### config.mk
export PLATFORM = sky130hd
export DESIGN_NAME = div_iter
export DESIGN_NICKNAME = d
export VERILOG_FILES = /design/src/rtl/div_iter.sv
export SDC_FILE = /design/constraint.sdc
export NUM_CORES = 1
export LEC_CHECK = 0
export ABC_AREA = 1
export BUFFER_PORTS_ARGS = -buffer_cell sky130_fd_sc_hd__buf_2
export CAP_MARGIN = 20
export CORE_MARGIN = 1.5
export CORE_UTILIZATION = 40
export DETAILED_ROUTE_END_ITERATION = 8
export GPL_TIMING_DRIVEN = 1
export SLEW_MARGIN = 25
export SYNTH_ARGS = -nofsm -noshare
export SYNTH_HDL_FRONTEND = slang
export SYNTH_SLANG_ARGS = --single-unit
export TNS_END_PERCENT = 10
### constraint.sdc
create_clock -name clk -period 1.9 [get_ports clk]
set_input_delay 0.19 -clock clk [delete_from_list [all_inputs] [get_ports clk]]
set_output_delay 0.19 -clock clk [all_outputs]
set_load 0.01 [all_outputs]
### src/rtl/div_iter.sv
// rtl/div_iter.sv - multi-cycle restoring radix-2^BPC signed/unsigned integer divider
module div_iter #(
    parameter int WIDTH = 32,
    parameter int BPC   = 1
) (
    input  logic             clk,
    input  logic             rst,
    input  logic             start,
    input  logic             signdiv,
    input  logic [WIDTH-1:0] a,
    input  logic [WIDTH-1:0] b,
    output logic [WIDTH-1:0] q,
    output logic [WIDTH-1:0] r,
    output logic             done,
    output logic             busy,
    output logic             div_zero
);

    localparam int STEPS = WIDTH / BPC;
    localparam int CW    = $clog2(STEPS + 1);

    typedef enum logic [2:0] {
        S_IDLE = 3'd0,
        S_PREP = 3'd1,
        S_CALC = 3'd2,
        S_FIX  = 3'd3,
        S_DONE = 3'd4
    } state_t;

    state_t           state;
    state_t           state_n;

    // Operands as sampled with start
    logic [WIDTH-1:0] a_l;
    logic [WIDTH-1:0] b_l;
    logic             sd_l;

    // Iteration datapath: quo shifts the dividend out and quotient bits in;
    // rem always holds a value below the divisor, so it fits in WIDTH bits.
    logic [WIDTH-1:0] quo;
    logic [WIDTH-1:0] rem;
    logic [WIDTH-1:0] dvs;
    logic [CW-1:0]    cnt;
    logic             sign_q;
    logic             sign_r;

    logic [WIDTH-1:0] quo_n;
    logic [WIDTH-1:0] rem_n;
    logic [WIDTH:0]   trial;
    logic [WIDTH-1:0] abs_a;
    logic [WIDTH-1:0] abs_b;
    logic             accept;

    assign accept = start && ((state == S_IDLE) || (state == S_DONE));

    // Magnitudes for signed mode; MIN maps to the unsigned value 2^(WIDTH-1)
    assign abs_a = (sd_l && a_l[WIDTH-1]) ? -a_l : a_l;
    assign abs_b = (sd_l && b_l[WIDTH-1]) ? -b_l : b_l;

    // BPC restoring shift/subtract steps unrolled into one cycle
    always_comb begin
        quo_n = quo;
        rem_n = rem;
        trial = '0;
        for (int i = 0; i < BPC; i++) begin
            trial = {rem_n, quo_n[WIDTH-1]};
            quo_n = {quo_n[WIDTH-2:0], 1'b0};
            if (trial >= {1'b0, dvs}) begin
                trial    = trial - {1'b0, dvs};
                quo_n[0] = 1'b1;
            end
            rem_n = trial[WIDTH-1:0];
        end
    end

    // State register
    always_ff @(posedge clk or negedge rst) begin
        if (!rst) begin
            state <= S_IDLE;
        end else begin
            state <= state_n;
        end
    end

    // Next-state logic
    always_comb begin
        state_n = state;
        case (state)
            S_IDLE:  if (start) state_n = S_PREP;
            S_PREP:  state_n = (b_l == '0) ? S_DONE : S_CALC;
            S_CALC:  if (cnt == CW'(1)) state_n = S_FIX;
            S_FIX:   state_n = S_DONE;
            S_DONE:  state_n = start ? S_PREP : S_IDLE;
            default: state_n = S_IDLE;
        endcase
    end

    // Handshake outputs decoded from state
    always_comb begin
        busy = 1'b0;
        done = 1'b0;
        case (state)
            S_PREP, S_CALC, S_FIX: busy = 1'b1;
            S_DONE:                done = 1'b1;
            default:               ;
        endcase
    end

    // Operand capture, iteration datapath and result registers
    always_ff @(posedge clk or negedge rst) begin
        if (!rst) begin
            a_l      <= '0;
            b_l      <= '0;
            sd_l     <= 1'b0;
            quo      <= '0;
            rem      <= '0;
            dvs      <= '0;
            cnt      <= '0;
            sign_q   <= 1'b0;
            sign_r   <= 1'b0;
            q        <= '0;
            r        <= '0;
            div_zero <= 1'b0;
        end else begin
            if (accept) begin
                a_l  <= a;
                b_l  <= b;
                sd_l <= signdiv;
            end
            case (state)
                S_PREP: begin
                    if (b_l == '0) begin
                        q        <= '1;
                        r        <= a_l;
                        div_zero <= 1'b1;
                    end else begin
                        quo    <= abs_a;
                        dvs    <= abs_b;
                        rem    <= '0;
                        cnt    <= CW'(STEPS);
                        sign_q <= a_l[WIDTH-1] ^ b_l[WIDTH-1];
                        sign_r <= a_l[WIDTH-1];
                    end
                end
                S_CALC: begin
                    quo <= quo_n;
                    rem <= rem_n;
                    cnt <= cnt - CW'(1);
                end
                S_FIX: begin
                    q        <= (sd_l && sign_q) ? -quo : quo;
                    r        <= (sd_l && sign_r) ? -rem : rem;
                    div_zero <= 1'b0;
                end
                default: ;
            endcase
        end
    end

endmodule
==> impl_results.html <==
<table>
<tr><th>Metric</th><th>Value</th></tr>
<tr><th colspan="2">Drt</th></tr>
<tr><td>Via density per instance</td><td>~5</td></tr>
<tr><td>Iteration count of the initial detailed-routing pass</td><td>6</td></tr>
<tr><td>Post-detailed-route wirelength per cell</td><td>16.9 um</td></tr>
<tr><td>Detailed Route WL</td><td>58.0 mm</td></tr>
<tr><td>Number of DRC markers in iteration 0</td><td>1246</td></tr>
<tr><td>Residual antenna-violating net count after detailed routing</td><td>0</td></tr>
<tr><td>Post-detailed-route DRC marker count</td><td>0</td></tr>
<tr><td>Vias after detailed routing</td><td>approximately 17000</td></tr>
<tr><th colspan="2">Setup path</th></tr>
<tr><td>Worst path bufs/invs</td><td>1</td></tr>
<tr><td>Kind of start point of the critical path</td><td>flip-flop</td></tr>
<tr><td>Worst Path Required</td><td>2.35 ns</td></tr>
<tr><td>Startpoint of the most critical setup path</td><td>rem[20]$_DFFE_PN0P_</td></tr>
<tr><td>Cells along the critical path</td><td>ha_4 &gt; nand2_1 &gt; nor2_2 &gt; nand2_1 &gt; nor2_2 &gt; nand3b_1 &gt; nand2_2 &gt; nor2_4 &gt; nand2_8 &gt; clkbuf_16 &gt; nand2_1 &gt; nand3_1 &gt; nand2_1</td></tr>
<tr><td>Kind of critical path</td><td>flip-flop to flip-flop</td></tr>
<tr><td>Critical path's slowest cell</td><td>sky130_fd_sc_hd__dfrtp_2</td></tr>
<tr><td>Most frequent cell on the critical path</td><td>sky130_fd_sc_hd__nand2_1</td></tr>
<tr><td>CP delay by family, top</td><td>simple AND/OR/NAND/NOR gates</td></tr>
<tr><td>Type of destination of the critical path</td><td>flip-flop</td></tr>
<tr><td>Largest fanout of any net on the critical path</td><td>9</td></tr>
<tr><td>Worst path arrival time</td><td>between 2 and 3 ns</td></tr>
<tr><td>Highest cell delay on the worst timing path</td><td>0.46 ns</td></tr>
<tr><td>RR Startpoint</td><td>rem[20]$_DFFE_PN0P_</td></tr>
<tr><th colspan="2">Global routing</th></tr>
<tr><td>GR Util met1</td><td>0.413</td></tr>
<tr><td>Antenna violations before repair</td><td>0</td></tr>
<tr><td>Overall track demand over capacity in global routing</td><td>0.282</td></tr>
<tr><td>Global routing's busiest layer</td><td>met2</td></tr>
<tr><td>Remaining Overflow, GRT</td><td>0</td></tr>
<tr><td>Met3 demand-to-capacity share in global routing</td><td>0.0239</td></tr>
<tr><td>Wire length of the first global-routing pass</td><td>91.3 mm</td></tr>
<tr><td>Via count of the first global-routing pass</td><td>16767</td></tr>
<tr><td>Largest net degree at the start of global routing</td><td>61</td></tr>
<tr><td>M2 GR Usage</td><td>0.448</td></tr>
<tr><th colspan="2">Power</th></tr>
<tr><td>Leakage</td><td>11.4 nW</td></tr>
<tr><td>IR Drop Worst-Case VDD</td><td>1.20 mV</td></tr>
<tr><td>PnR Total Power</td><td>0.0472 W</td></tr>
<tr><td>Power Dens Cells</td><td>2090 mW/mm^2</td></tr>
<tr><th colspan="2">Synth</th></tr>
<tr><td>Adder-cell share of the synthesized area</td><td>0.0313</td></tr>
<tr><td>Sequential fraction of the synthesis area</td><td>0.375</td></tr>
<tr><td>Cell count after synthesis</td><td>2362</td></tr>
<tr><td>Count of flip-flops with a built-in enable after synthesis</td><td>0</td></tr>
<tr><td>Avg Cell Area, Syn</td><td>6.70 sq um</td></tr>
<tr><td>Mux share of post-synthesis cell area</td><td>0.00712</td></tr>
<tr><td>Top FF cell, synth</td><td>sky130_fd_sc_hd__dfrtp_1</td></tr>
<tr><td>Combinational family with the most area after synthesis</td><td>simple AND/OR/NAND/NOR gates</td></tr>
<tr><td>#FFs+latches synth</td><td>237</td></tr>
<tr><td>Net count after synthesis</td><td>between 2000 and 2500</td></tr>
<tr><td>Total number of yosys warnings</td><td>0</td></tr>
<tr><td>Unique masters post-synth</td><td>41</td></tr>
<tr><td>Simple logic cell fraction of the synthesized area</td><td>0.341</td></tr>
<tr><td>Post-Synthesis Cell Area</td><td>0.0158 sq mm</td></tr>
<tr><td>Complex-gate fraction of the synthesized area</td><td>0.111</td></tr>
<tr><td>Xor-xnor portion of the synthesized cell area</td><td>0.0288</td></tr>
<tr><td>Share of synthesized flip-flops with an asynchronous set or reset</td><td>1.00</td></tr>
<tr><th colspan="2">Hold path</th></tr>
<tr><td>Hold path start</td><td>start</td></tr>
<tr><td>Hold WC Path Type</td><td>input port to flip-flop</td></tr>
<tr><th colspan="2">Floorplan</th></tr>
<tr><td>Initial core utilization</td><td>0.408</td></tr>
<tr><td>Overall die area</td><td>0.0408 sq mm</td></tr>
<tr><td>Std-Cell Core Area</td><td>a little under 0.04 sq mm</td></tr>
<tr><td>Total I/O pin count</td><td>135</td></tr>
<tr><td>Std cell rows</td><td>72</td></tr>
<tr><td>DIE WIDTH</td><td>approximately 200 um</td></tr>
<tr><td>Vertical extent of the die</td><td>202 um</td></tr>
<tr><th colspan="2">Placement</th></tr>
<tr><td>HPWL reported at the end of detailed placement</td><td>44.2 mm</td></tr>
<tr><td>Weighted congestion reported at the end of routability-driven placement</td><td>around 0.93</td></tr>
<tr><td>Number of I/O port buffers</td><td>134</td></tr>
<tr><td>Number of cells in the design after placement</td><td>between 3000 and 4000</td></tr>
<tr><th colspan="2">Flow run</th></tr>
<tr><td>Max capacitance violation total</td><td>0</td></tr>
<tr><th colspan="2">STA</th></tr>
<tr><td>Finish-stage setup viols</td><td>43</td></tr>
<tr><td>Final setup TNS</td><td>-5.50 ns</td></tr>
<tr><td>Relative slew slack</td><td>0.642</td></tr>
<tr><td>Smallest setup slack after layout</td><td>-0.216 ns</td></tr>
<tr><td>Fmax</td><td>0.473 GHz</td></tr>
<tr><td>Worst clock skew</td><td>~0.015 ns</td></tr>
<tr><td>Min Tclk post-route</td><td>2.12 ns</td></tr>
<tr><td>Unrepaired setup endpoints after global routing</td><td>yes</td></tr>
<tr><td>Period Utilization, post-route</td><td>1.11</td></tr>
<tr><td>Final hold violations</td><td>0</td></tr>
<tr><td>Number of pins with negative max-slew slack in the final report</td><td>0</td></tr>
<tr><td>Transition time at the pin with the least slew margin</td><td>between 0.5 and 0.6 ns</td></tr>
<tr><th colspan="2">Status</th></tr>
<tr><td>Failing checks</td><td>setup timing</td></tr>
<tr><td>Outcome</td><td>finished with violations</td></tr>
<tr><th colspan="2">Clock tree</th></tr>
<tr><td>Number of buffers inserted during clock tree synthesis</td><td>29</td></tr>
<tr><td>CTS H-Tree Depth</td><td>1</td></tr>
<tr><td>TritonCTS clock tree</td><td>yes</td></tr>
<tr><td>Clk slew on worst S/H paths</td><td>0.06 ns</td></tr>
<tr><td>CTS Buffer Depth</td><td>3</td></tr>
<tr><td>Clock sink count</td><td>237</td></tr>
<tr><td>Root Buffer Master</td><td>sky130_fd_sc_hd__clkbuf_16</td></tr>
<tr><td>Insertion delay to the later sink of the worst-skew pair</td><td>0.57 ns</td></tr>
<tr><th colspan="2">Layout</th></tr>
<tr><td>Finished Core Util</td><td>0.581</td></tr>
<tr><td>Layout Nets</td><td>about 3000</td></tr>
<tr><td>Share of cells above drive strength 1</td><td>0.291</td></tr>
<tr><td>Ant. Diodes</td><td>0</td></tr>
<tr><td>Syn-to-layout area delta</td><td>42.7%</td></tr>
<tr><td>Final std cells w/o fill</td><td>3429</td></tr>
</table>
-- synthesized netlist by cell type, drive strengths merged, types with 7 or more instances --
cell type	number	area share
a21oi	115	0.036
a22oi	9	0.0043
a31oi	18	0.0071
and2	7	0.0028
buf	31	0.013
clkbuf	47	0.011
dfrtp	237	0.37
ha	38	0.030
inv	340	0.081
mux2	10	0.0071
nand2	686	0.16
nand3	236	0.075
nand3b	8	0.0046
nand4	26	0.010
nor2	273	0.066
nor3	41	0.014
o211ai	18	0.0085
o21ai	119	0.038
o221ai	13	0.0072
o22ai	12	0.0047
or2	10	0.0040
xnor2	19	0.011
xor2	33	0.018
-- worst register-to-register path: stages, from the launching register on --
cell	delay (ns)
sky130_fd_sc_hd__dfrtp_2	0.46
sky130_fd_sc_hd__ha_4	0.30
sky130_fd_sc_hd__nand2_1	0.11
sky130_fd_sc_hd__nor2_2	0.15
sky130_fd_sc_hd__nand2_1	0.07
sky130_fd_sc_hd__nor2_2	0.12
sky130_fd_sc_hd__nand3b_1	0.11
sky130_fd_sc_hd__nand2_2	0.10
sky130_fd_sc_hd__nor2_4	0.06
sky130_fd_sc_hd__nand2_8	0.13
sky130_fd_sc_hd__clkbuf_16	0.19
sky130_fd_sc_hd__nand2_1	0.06
sky130_fd_sc_hd__nand3_1	0.07
sky130_fd_sc_hd__nand2_1	0.07
-- logic make-up after synthesis --
kind of cell	after synthesis
flip-flops	237
AO/OA/AOI/OAI	314
buffers and inverters	420
AND/OR/NAND/NOR	1290
adder cells (fa/ha/maj)	39
multiplexers	10
XOR/XNOR	52
-- placed cells by master, fill, tap and decap left out, types with 32 or more instances in the layout --
cell type / count
sky130_fd_sc_hd__a21oi_1: 103
sky130_fd_sc_hd__buf_2: 133
sky130_fd_sc_hd__buf_4: 354
sky130_fd_sc_hd__dfrtp_1: 224
sky130_fd_sc_hd__dlygate4sd3_1: 66
sky130_fd_sc_hd__inv_1: 293
sky130_fd_sc_hd__inv_2: 45
sky130_fd_sc_hd__nand2_1: 617
sky130_fd_sc_hd__nand2_2: 57
sky130_fd_sc_hd__nand3_1: 214
sky130_fd_sc_hd__nor2_1: 217
sky130_fd_sc_hd__nor2_2: 40
sky130_fd_sc_hd__o21ai_0: 81
sky130_fd_sc_hd__o21ai_1: 33
sky130_fd_sc_hd__xor2_1: 32
-- layer usage --
| metal | vias up | routed length (um) |
|---|---|---|
| li1 | 8634 | - |
| met1 | 8251 | 28000 |
| met2 | 460 | 26000 |
| met3 | 72 | 2690 |
| met4 | 0 | 1310 |
| met5 | - | 0 |
-- where the power goes --
group / switching, W / total, W / internal (W)
combinational: 0.0184 / 0.0325 / 0.0140
clock: 0.00220 / 0.00506 / 0.00287
sequential: 0.00215 / 0.00967 / 0.00752
total: 0.0228 / 0.0472 / 0.0244
-- worst paths after layout --
check                                 endpoint  slack, ns  cells past startpoint
hold / removal             a_l[29]$_DFFE_PN0P_       0.07                      3
hold reg to reg              q[21]$_DFFE_PN0P_       0.49                      2
min in group asynchronous    q[21]$_DFFE_PN0P_       0.14                      2
setup reg to reg           rem[15]$_DFFE_PN0P_      -0.22                     13
setup / recovery           rem[15]$_DFFE_PN0P_      -0.22                     13
max in group asynchronous  rem[18]$_DFFE_PN0P_       1.00                      3
-- through the flow --
step	hold slack, ns	instance area, sq um	setup slack (ns)
global placement	0.162	20000	-0.379
global route	0.0883	22600	-0.304
detailed placement	0.161	20000	-0.378
finish	0.0686	22600	-0.216
floorplan	-0.106	16100	0.000109
CTS	0.0469	22100	-0.146
-- what timing repair did --
| item | 4_1_cts | 5_1_grt |
|---|---|---|
| resized for setup | 162 | 120 |
| hold buffers | 66 | 0 |
| buffers inserted | 7 | 13 |
| endpoints found under the setup margin | 167 | 168 |
| gates cloned | 0 | 2 |
| hold endpoints to repair | 140 | 0 |
| pin swaps | 30 | 26 |
-- layout make-up --
cell class,instances,area (sq um)
flip-flops and latches,237,5950
inverters,342,1290
well taps,518,648
clock buffers,40,797
repair buffers,583,4530
clock inverters,4,23.8
fillers,3644,16300
multi-input cells,1705,9340
-- registers in the layout, indices dropped and copies added (netlist names) --
register,flops
a_l,32
b_l,32
dvs,32
q,32
quo,32
r,32
rem,32
cnt,6
state,3
div_zero,1
sd_l,1
sign_q,1
sign_r,1
Note: power is estimated with default switching activity, not from simulation.
